**src/rtl/pipe_shifter.sv**
```systemverilog
// rtl/pipe_shifter.sv - pipelined barrel shifter/rotator with valid/ready backpressure
// log2(WIDTH) mux levels are spread over STAGES register stages; results stay in order.
module pipe_shifter #(
  parameter int WIDTH  = 32,
  parameter int STAGES = 2,
  parameter int SHW    = $clog2(WIDTH)
) (
  input  logic             clk,
  input  logic             rst_n,
  input  logic             in_valid,
  output logic             in_ready,
  input  logic [WIDTH-1:0] in_data,
  input  logic [SHW-1:0]   in_shamt,
  input  logic [2:0]       in_mode,
  output logic             out_valid,
  input  logic             out_ready,
  output logic [WIDTH-1:0] out_data,
  output logic             out_zero
);

  localparam int L   = $clog2(WIDTH);
  localparam int PER = (L + STAGES - 1) / STAGES;

  // Applies mux levels lo..hi-1; SRA fill uses the original operand MSB.
  function automatic logic [WIDTH-1:0] shift_levels(
    input logic [WIDTH-1:0] d,
    input logic [SHW-1:0]   sh,
    input logic [2:0]       mode,
    input logic             msb,
    input int               lo,
    input int               hi
  );
    logic [WIDTH-1:0] r;
    logic [SHW-1:0]   bitk;
    int               a;
    r = d;
    for (int k = 0; k < L; k++) begin
      a    = 1 << k;
      bitk = SHW'(1) << k;
      if (k >= lo && k < hi && (sh & bitk) != '0) begin
        case (mode)
          3'b000:  r = r << a;
          3'b001:  r = r >> a;
          3'b010:  r = (r >> a) | ({WIDTH{msb}} << (WIDTH - a));
          3'b011:  r = (r << a) | (r >> (WIDTH - a));
          3'b100:  r = (r >> a) | (r << (WIDTH - a));
          default: r = r;
        endcase
      end
    end
    return r;
  endfunction

  logic [STAGES:0] rdy;
  logic            init_q;

  always_ff @(posedge clk or negedge rst_n) begin
    if (!rst_n) init_q <= 1'b0;
    else        init_q <= 1'b1;
  end

  assign rdy[STAGES] = out_ready;
  assign in_ready    = rdy[0] & init_q;

  for (genvar s = 0; s < STAGES; s++) begin : g_stage
    localparam int LO = (s * PER < L) ? s * PER : L;
    localparam int HI = ((s + 1) * PER < L) ? (s + 1) * PER : L;

    logic             up_valid;
    logic             up_msb;
    logic [WIDTH-1:0] up_data;
    logic [SHW-1:0]   up_shamt;
    logic [2:0]       up_mode;
    logic [WIDTH-1:0] nxt_data;
    logic             valid_q;
    logic [WIDTH-1:0] data_q;

    if (s == 0) begin : g_src
      assign up_valid = in_valid & init_q;
      assign up_data  = in_data;
      assign up_shamt = in_shamt;
      assign up_mode  = in_mode;
      assign up_msb   = in_data[WIDTH-1];
    end else begin : g_src
      assign up_valid = g_stage[s-1].valid_q;
      assign up_data  = g_stage[s-1].data_q;
      assign up_shamt = g_stage[s-1].g_side.shamt_q;
      assign up_mode  = g_stage[s-1].g_side.mode_q;
      assign up_msb   = g_stage[s-1].g_side.msb_q;
    end

    assign rdy[s]   = !valid_q | rdy[s+1];
    assign nxt_data = shift_levels(up_data, up_shamt, up_mode, up_msb, LO, HI);

    always_ff @(posedge clk or negedge rst_n) begin
      if (!rst_n) begin
        valid_q <= 1'b0;
        data_q  <= '0;
      end else if (rdy[s]) begin
        valid_q <= up_valid;
        if (up_valid) data_q <= nxt_data;
      end
    end

    if (s < STAGES - 1) begin : g_side
      logic [SHW-1:0] shamt_q;
      logic [2:0]     mode_q;
      logic           msb_q;
      always_ff @(posedge clk or negedge rst_n) begin
        if (!rst_n) begin
          shamt_q <= '0;
          mode_q  <= '0;
          msb_q   <= 1'b0;
        end else if (rdy[s] && up_valid) begin
          shamt_q <= up_shamt;
          mode_q  <= up_mode;
          msb_q   <= up_msb;
        end
      end
    end else begin : g_tail
      // Zero flag is registered with the result so it needs no compare on the output path.
      logic zero_q;
      always_ff @(posedge clk or negedge rst_n) begin
        if (!rst_n)                  zero_q <= 1'b0;
        else if (rdy[s] && up_valid) zero_q <= (nxt_data == '0);
      end
    end
  end

  assign out_valid = g_stage[STAGES-1].valid_q;
  assign out_data  = g_stage[STAGES-1].data_q & {WIDTH{out_valid}};
  assign out_zero  = g_stage[STAGES-1].g_tail.zero_q & out_valid;

endmodule

```
**config.mk**
```make
export PLATFORM = sky130hd
export DESIGN_NAME = pipe_shifter
export DESIGN_NICKNAME = d
export VERILOG_FILES = /design/src/rtl/pipe_shifter.sv
export SDC_FILE = /design/constraint.sdc
export NUM_CORES = 1
export LEC_CHECK = 0
export CAP_MARGIN = 20
export CORE_MARGIN = 1.5
export CORE_UTILIZATION = 58
export CTS_BUF_LIST = sky130_fd_sc_hd__clkbuf_8 sky130_fd_sc_hd__clkbuf_16
export CTS_CLUSTER_DIAMETER = 80
export DETAILED_ROUTE_END_ITERATION = 6
export GPL_ROUTABILITY_DRIVEN = 0
export HOLD_SLACK_MARGIN = 0.06
export PLACE_DENSITY_LB_ADDON = 0.12
export SLEW_MARGIN = 20
export SYNTH_ARGS = -nofsm -noshare
export SYNTH_HDL_FRONTEND = slang
export SYNTH_SLANG_ARGS = --single-unit
```
**constraint.sdc**
```tcl
create_clock -name clk -period 3.75 [get_ports clk]
set_input_delay 0.375 -clock clk [delete_from_list [all_inputs] [get_ports clk]]
set_output_delay 0.375 -clock clk [all_outputs]
set_load 0.01 [all_outputs]
```
Word-level counts from Yosys, hierarchy flattened

Cells that the tools add are included.

Output and inout port bits: 35
Register bits: 77
Input bits: 44
Logic and storage cells: 57

Reductions and logical operators: 10
Equal/unequal tests: 8
Multiplexer cells: 10
Bitwise gates (word level): 20

Operators by type and width:

| kind                 | number |
|---|---|
| $pmux W32 S5         | 4 |
| $mux W32             | 5 |
| $pmux W32 S4         | 1 |
| $or A24 B32 Y32      | 2 |
| $or A28 B32 Y32      | 2 |
| $or A30 B32 Y32      | 2 |
| $or A31 B32 Y32      | 2 |
| $and A32 B32 Y32     | 1 |
| $logic_not A32 Y1    | 1 |
| $or A16 B32 Y32      | 1 |
| $or A32 B1 Y32       | 1 |
| $or A32 B16 Y32      | 1 |
| $or A32 B2 Y32       | 1 |
| $or A32 B4 Y32       | 1 |
| $or A32 B8 Y32       | 1 |
| $eq A3 B2 Y1 const B | 4 |
| $eq A3 B1 Y1 const B | 2 |
| $eq A3 B3 Y1 const B | 2 |
| $logic_not A3 Y1     | 2 |
| $reduce_and A2 Y1    | 2 |
| $and A1 B1 Y1        | 3 |
| $logic_and A1 B1 Y1  | 2 |
| $logic_not A1 Y1     | 2 |
| $or A1 B1 Y1         | 2 |
| $reduce_or A2 Y1     | 1 |

Longest topological paths before layout

Gate-level depths: netlist of run 1.

Word-level depth: 9
Gate-level depth with buffers: 11

Worst setup path after synthesis of run 1

Ideal clock, no wire load.

Kind: reg2reg
From: register g_stage[0].g_side.mode_q[1]
To: register g_stage[1].g_tail.zero_q
Clock period less this slack: 2745 ps
Path slack: 1005 ps
Library setup time: 103 ps
Cell stages (with the launch flop): 11
Arrival time: 2641 ps
Cell sequence: dfrtp_1 -> buf_4 -> buf_4 -> nor2_2 -> o2bb2ai_4 -> a2bb2oi_1 -> o221ai_1 -> nand4_1 -> or4b_1 -> or4_1 -> o41ai_2

Longest elaborated chain between the ends: 7

Ends and longest elaborated chain:

| item                                               | RTL line   | RTL |
|---|---|---|
| from (decl)                                        | 107        | `logic [2:0] mode_q;` |
| from (signal assigned)                             | 116        | `mode_q <= up_mode;` |
| $eq A3 B3 Y1 (tied with other cells)               | 41         | `case (mode)` |
| $pmux W32 S5                                       | 41         |  |
| $mux W32                                           | 40         | `if (k >= lo && k < hi && (sh & bitk) != '0) begin` |
| $or A32 B16 Y32 or $or A16 B32 Y32 (tied branches) | 45, 46, 44 |  |
| $pmux W32 S4                                       | 41         |  |
| $mux W32 *                                         | 40         |  |
| $logic_not A32 Y1 *                                | 125        | `else if (rdy[s] && up_valid) zero_q <= (nxt_data == '0);` |
| to (signal assigned)                               | 125        |  |
| to (decl)                                          | 122        | `logic zero_q;` |

Every way passes the cells marked *; elsewhere a longest branch is shown, timed or not.
A chain may end at the register's enable or synchronous reset.

Worst setup path after layout of run 1

Same ends and word-level chain as after synthesis.

==> results of run 1 <==
==> power breakdown <==
part / leakage [nW] / internal (W) / switching (W) / total [W]
registers: 0.908 / 0.00102 / 0.000219 / 0.00124
clock network: 0.145 / 0.000533 / 0.000363 / 0.000896
logic: 2.00 / 0.000713 / 0.00106 / 0.00177
total: 3.05 / 0.00227 / 0.00164 / 0.00391
==> cells by family (layout without fill, tap and decap cells) <==
| kind of cell | after synthesis | in the layout |
|---|---|---|
| and+or+nand+nor | 328 | 328 |
| buffers and inverters | 88 | 136 |
| muxes | 18 | 18 |
| xor gates and xnor gates | 4 | 4 |
| AOI/OAI and AO/OA | 411 | 411 |
| other | 1 | 1 |
| DFF | 74 | 74 |
==> worst max-delay path: stages (launching register included) <==
cell	delay (ns)
dfrtp_1	0.55
buf_4	0.24
nor2_2	0.26
nand2_1	0.08
and3_1	0.42
a32oi_1	0.57
nand2_1	0.10
nand4b_1	0.19
or4_1	0.54
o41ai_2	0.34
==> synthesized netlist by cell type (7+ instances only) <==
cell	number	area, µm²
o22ai_1	24	150
nor2_1	83	312
mux2i_1	12	120
a211oi_1	19	143
a221oi_1	19	166
a31oi_1	17	106
nor2b_1	7	43.8
nand2_1	131	492
o31ai_1	8	60.1
o21ai_0	120	601
and2_1	42	263
a32oi_1	8	70.1
o211ai_1	10	75.1
a22oi_1	34	255
nor3_1	11	55.1
a2bb2oi_1	7	61.3
o221ai_1	10	87.6
buf_2	9	45.0
a21oi_1	85	425
nand3_1	22	110
clkbuf_1	63	236
dfrtp_1	74	1850
==> cell type report <==
class	instances	share of cell area, %
sequential	74	23.6
multi-input combinational	762	56.5
inverter	5	0.239
timing repair buffer	115	13.6
tap	140	2.23
clock buffer	10	3.05
clock inverter	6	0.813
==> cells in the final DEF, fill, tap and decap left out, types with 3 or more instances in the layout <==
master           synthesis  final
a211oi_1                19     19
a21o_1                   3      3
a21oi_1                 85     85
a221o_1                  6      6
a221oi_1                19     19
a22o_1                   4      4
a22oi_1                 34     34
a2bb2oi_1                7      7
a311oi_1                 5      5
a31oi_1                 17     17
a32oi_1                  8      8
and2_1                  42     42
and3_1                   3      3
buf_4                    4     36
clkbuf_16                0      9
clkdlybuf4s50_1          0     77
dfrtp_1                 74     74
inv_1                    4      4
mux2_2                   6      6
mux2i_1                 12     12
nand2_1                131    131
nand2b_1                 5      5
nand3_1                 22     22
nor2_1                  83     81
nor2_2                   3      4
nor2b_1                  7      7
nor3_1                  11     11
o211ai_1                10     10
o21ai_0                120    120
o21ai_1                  5      4
o221ai_1                10     10
o22ai_1                 24     24
o311ai_0                 3      3
o31ai_1                  8      8
or2_2                    3      3
==> layer usage <==
layer / up-vias / routed length [µm] / GRT usage, %
li1: 3549 / - / -
met3: 144 / 2660 / 7.70
met2: 654 / 10600 / 64.0
met5: - / 0 / 0
met1: 3638 / 8780 / 49.7
met4: 0 / 1560 / 26.3
==> stage by stage <==
| stage | hold WS [ns] | worst slack, ns | instance area [µm²] | total power (W) | util, % |
|---|---|---|---|---|---|
| floorplan | 0.0794 | 1.01 | 6640 | 0.00228 | - |
| CTS | 0.166 | 0.447 | 7850 | 0.00383 | 71.4 |
| detailed placement | 0.464 | 0.330 | 7540 | 0.00293 | 68.7 |
| global route | 0.228 | 0.187 | 7850 | 0.00409 | 71.4 |
| global placement | 0.453 | 0.467 | 7540 | 0.00289 | 68.7 |
| finish | 0.136 | 0.365 | 7850 | 0.00391 | 71.4 |
==> registers in the layout, summed over array words and instances, names as in the netlist <==
name and cells:
init_q 1, g_stage.g_side.mode_q 3, g_stage.g_side.msb_q 1, g_stage.g_tail.zero_q 1, g_stage.data_q 64, g_stage.g_side.shamt_q 2
out_valid 1, g_stage.valid_q 1
==> how the worst min path moves through the flow <==
stage                                startpoint                      endpoint  slack, ns
final                                     rst_n  g_stage[0].g_side.shamt_q[4]       0.14
after global routing                      rst_n  g_stage[0].g_side.shamt_q[4]       0.23
after CTS                                 rst_n  g_stage[0].g_side.shamt_q[4]       0.17
after detailed placement  g_stage[1].data_q[13]         g_stage[1].data_q[13]       0.46
after global placement    g_stage[1].data_q[26]         g_stage[1].data_q[26]       0.45
after floorplan                           rst_n          g_stage[0].data_q[0]       0.08
==> out/metrics.cfg, run 1 <==
[global_routing]
antenna_found_initial = 0
grt_pass1_wl_mm = 37.7
grt_pass1_vias = 7296
grt_usage_pct = 40.2
grt_max_degree = 61
grt-ovfl-total = 0

[pwr]
power_per_cell_area_nw_per_um2 = 498
power.leakage_nw = 3.05
ir_drop_uv = 330

[yosys]
synth_edf_count = 0
yosysSeqAreaShare_pct = 27.9
syn_avg_cell_area_um2 = 7.19
synthSimpleGateAreaFrac_pct = 22.6
synth_fp_nets = 968
yosysWarnings = 0
async_reset_ff_share_pct = 100
synth_cell_type_count = 72
synth_top_family_by_area = compound AO/OA/AOI/OAI gates
synth_top_flop_cell = dfrtp_1
synth-xor-area-share_pct = 0.641
synth_compound_area_share_pct = 40.4
syn_inst = 924
synthAdderAreaFrac_pct = 0
ys_seq_elements = 74
synthMuxAreaShare_pct = 2.83
synth.cell_area_um2 = 6640

[clocking]
hold_buffers = 0
cts_setup_buffers = 0
clock_latency_ns = 0.35
h-tree-depth = 3
cts_root_buf = clkbuf_16
cts_num_sinks = 74
cts.path.max_buffers = 2
cts.clk_slew.worst_paths_ns = 0.06
cts_resized = 0
cts_buffers = 9
tritoncts = built

[drt]
postRouteWirelength_mm = 23.6
dr.first_iter.drc_count = 1060
firstDrtPassIters = 7
drtAntennaViolNets = 0
post-route-drc-count = 21
vias_per_cell = 7.18
drt-wirelength-per-cell_um = 21.2
vias = 7985

[timing]
rsz0062_at_grt = false
period_share_pct = 90.3
fin_skew_ns = 0.00442
finalSetupTns_ns = 0
fmax_mhz = 295
worstMarginPinSlew_ns = 1.10
setup_viol = 0
finalCriticalPeriod_ns = 3.38
relSlewSlack_pct = 26.2
hold_violations = 0
slew_viol_final = 0

[final_layout]
antenna_cells = 0
ff_latch_area_um2 = 1850
area_growth_pct = 18.1
nFillCells = 888
fin_nets = 1011
multi_input_area_um2 = 4430
fin_cells = 1112
drive_above_1_share_pct = 8.54

[place]
port-buffer-count = 78
hpwl_mm = 17.2
place_inst = 1096

[worst_setup_path]
ff2ff_path_depth = 9
crit_fanout = 20
r2r-end = g_stage[1].g_tail.zero_q
worstPathArrival_ns = 3.63
r2r_start = g_stage[0].g_side.mode_q[1]
startpoint_type = flip-flop
r2r_slack_ns = 0.37
crit_path_end_kind = flip-flop
timing.critical_path.from = g_stage[0].g_side.mode_q[1]
cp_data_required_time_ns = 4.00
crit_path_end = g_stage[1].g_tail.zero_q
critPathKind = reg -> reg

[floorplan]
core_um2 = 11000
die_area_um2 = 12100
die_y_um = 110
initial_core_util_pct = 60.5
num_io_pins = 79
rows = 38
die_width_um = 110

[min_path]
hold_path_class = in -> async

[outcome]
violations = design-rule violations
outcome = finished with violations

[flow_run]
max_cap_violations = 0

No activity file was read; power rests on OpenSTA's default activity.
==> inputs of run 2 (changes only) <==
--- a/config.mk
+++ b/config.mk
@@ -9,7 +9,6 @@
 export CORE_MARGIN = 1.5
 export CORE_UTILIZATION = 58
 export CTS_BUF_LIST = sky130_fd_sc_hd__clkbuf_8 sky130_fd_sc_hd__clkbuf_16
-export CTS_CLUSTER_DIAMETER = 80
 export DETAILED_ROUTE_END_ITERATION = 6
 export GPL_ROUTABILITY_DRIVEN = 0
 export HOLD_SLACK_MARGIN = 0.06
==> results of run 2 <==
No change in the layout: final DEF, timing and power equal those of run 1.
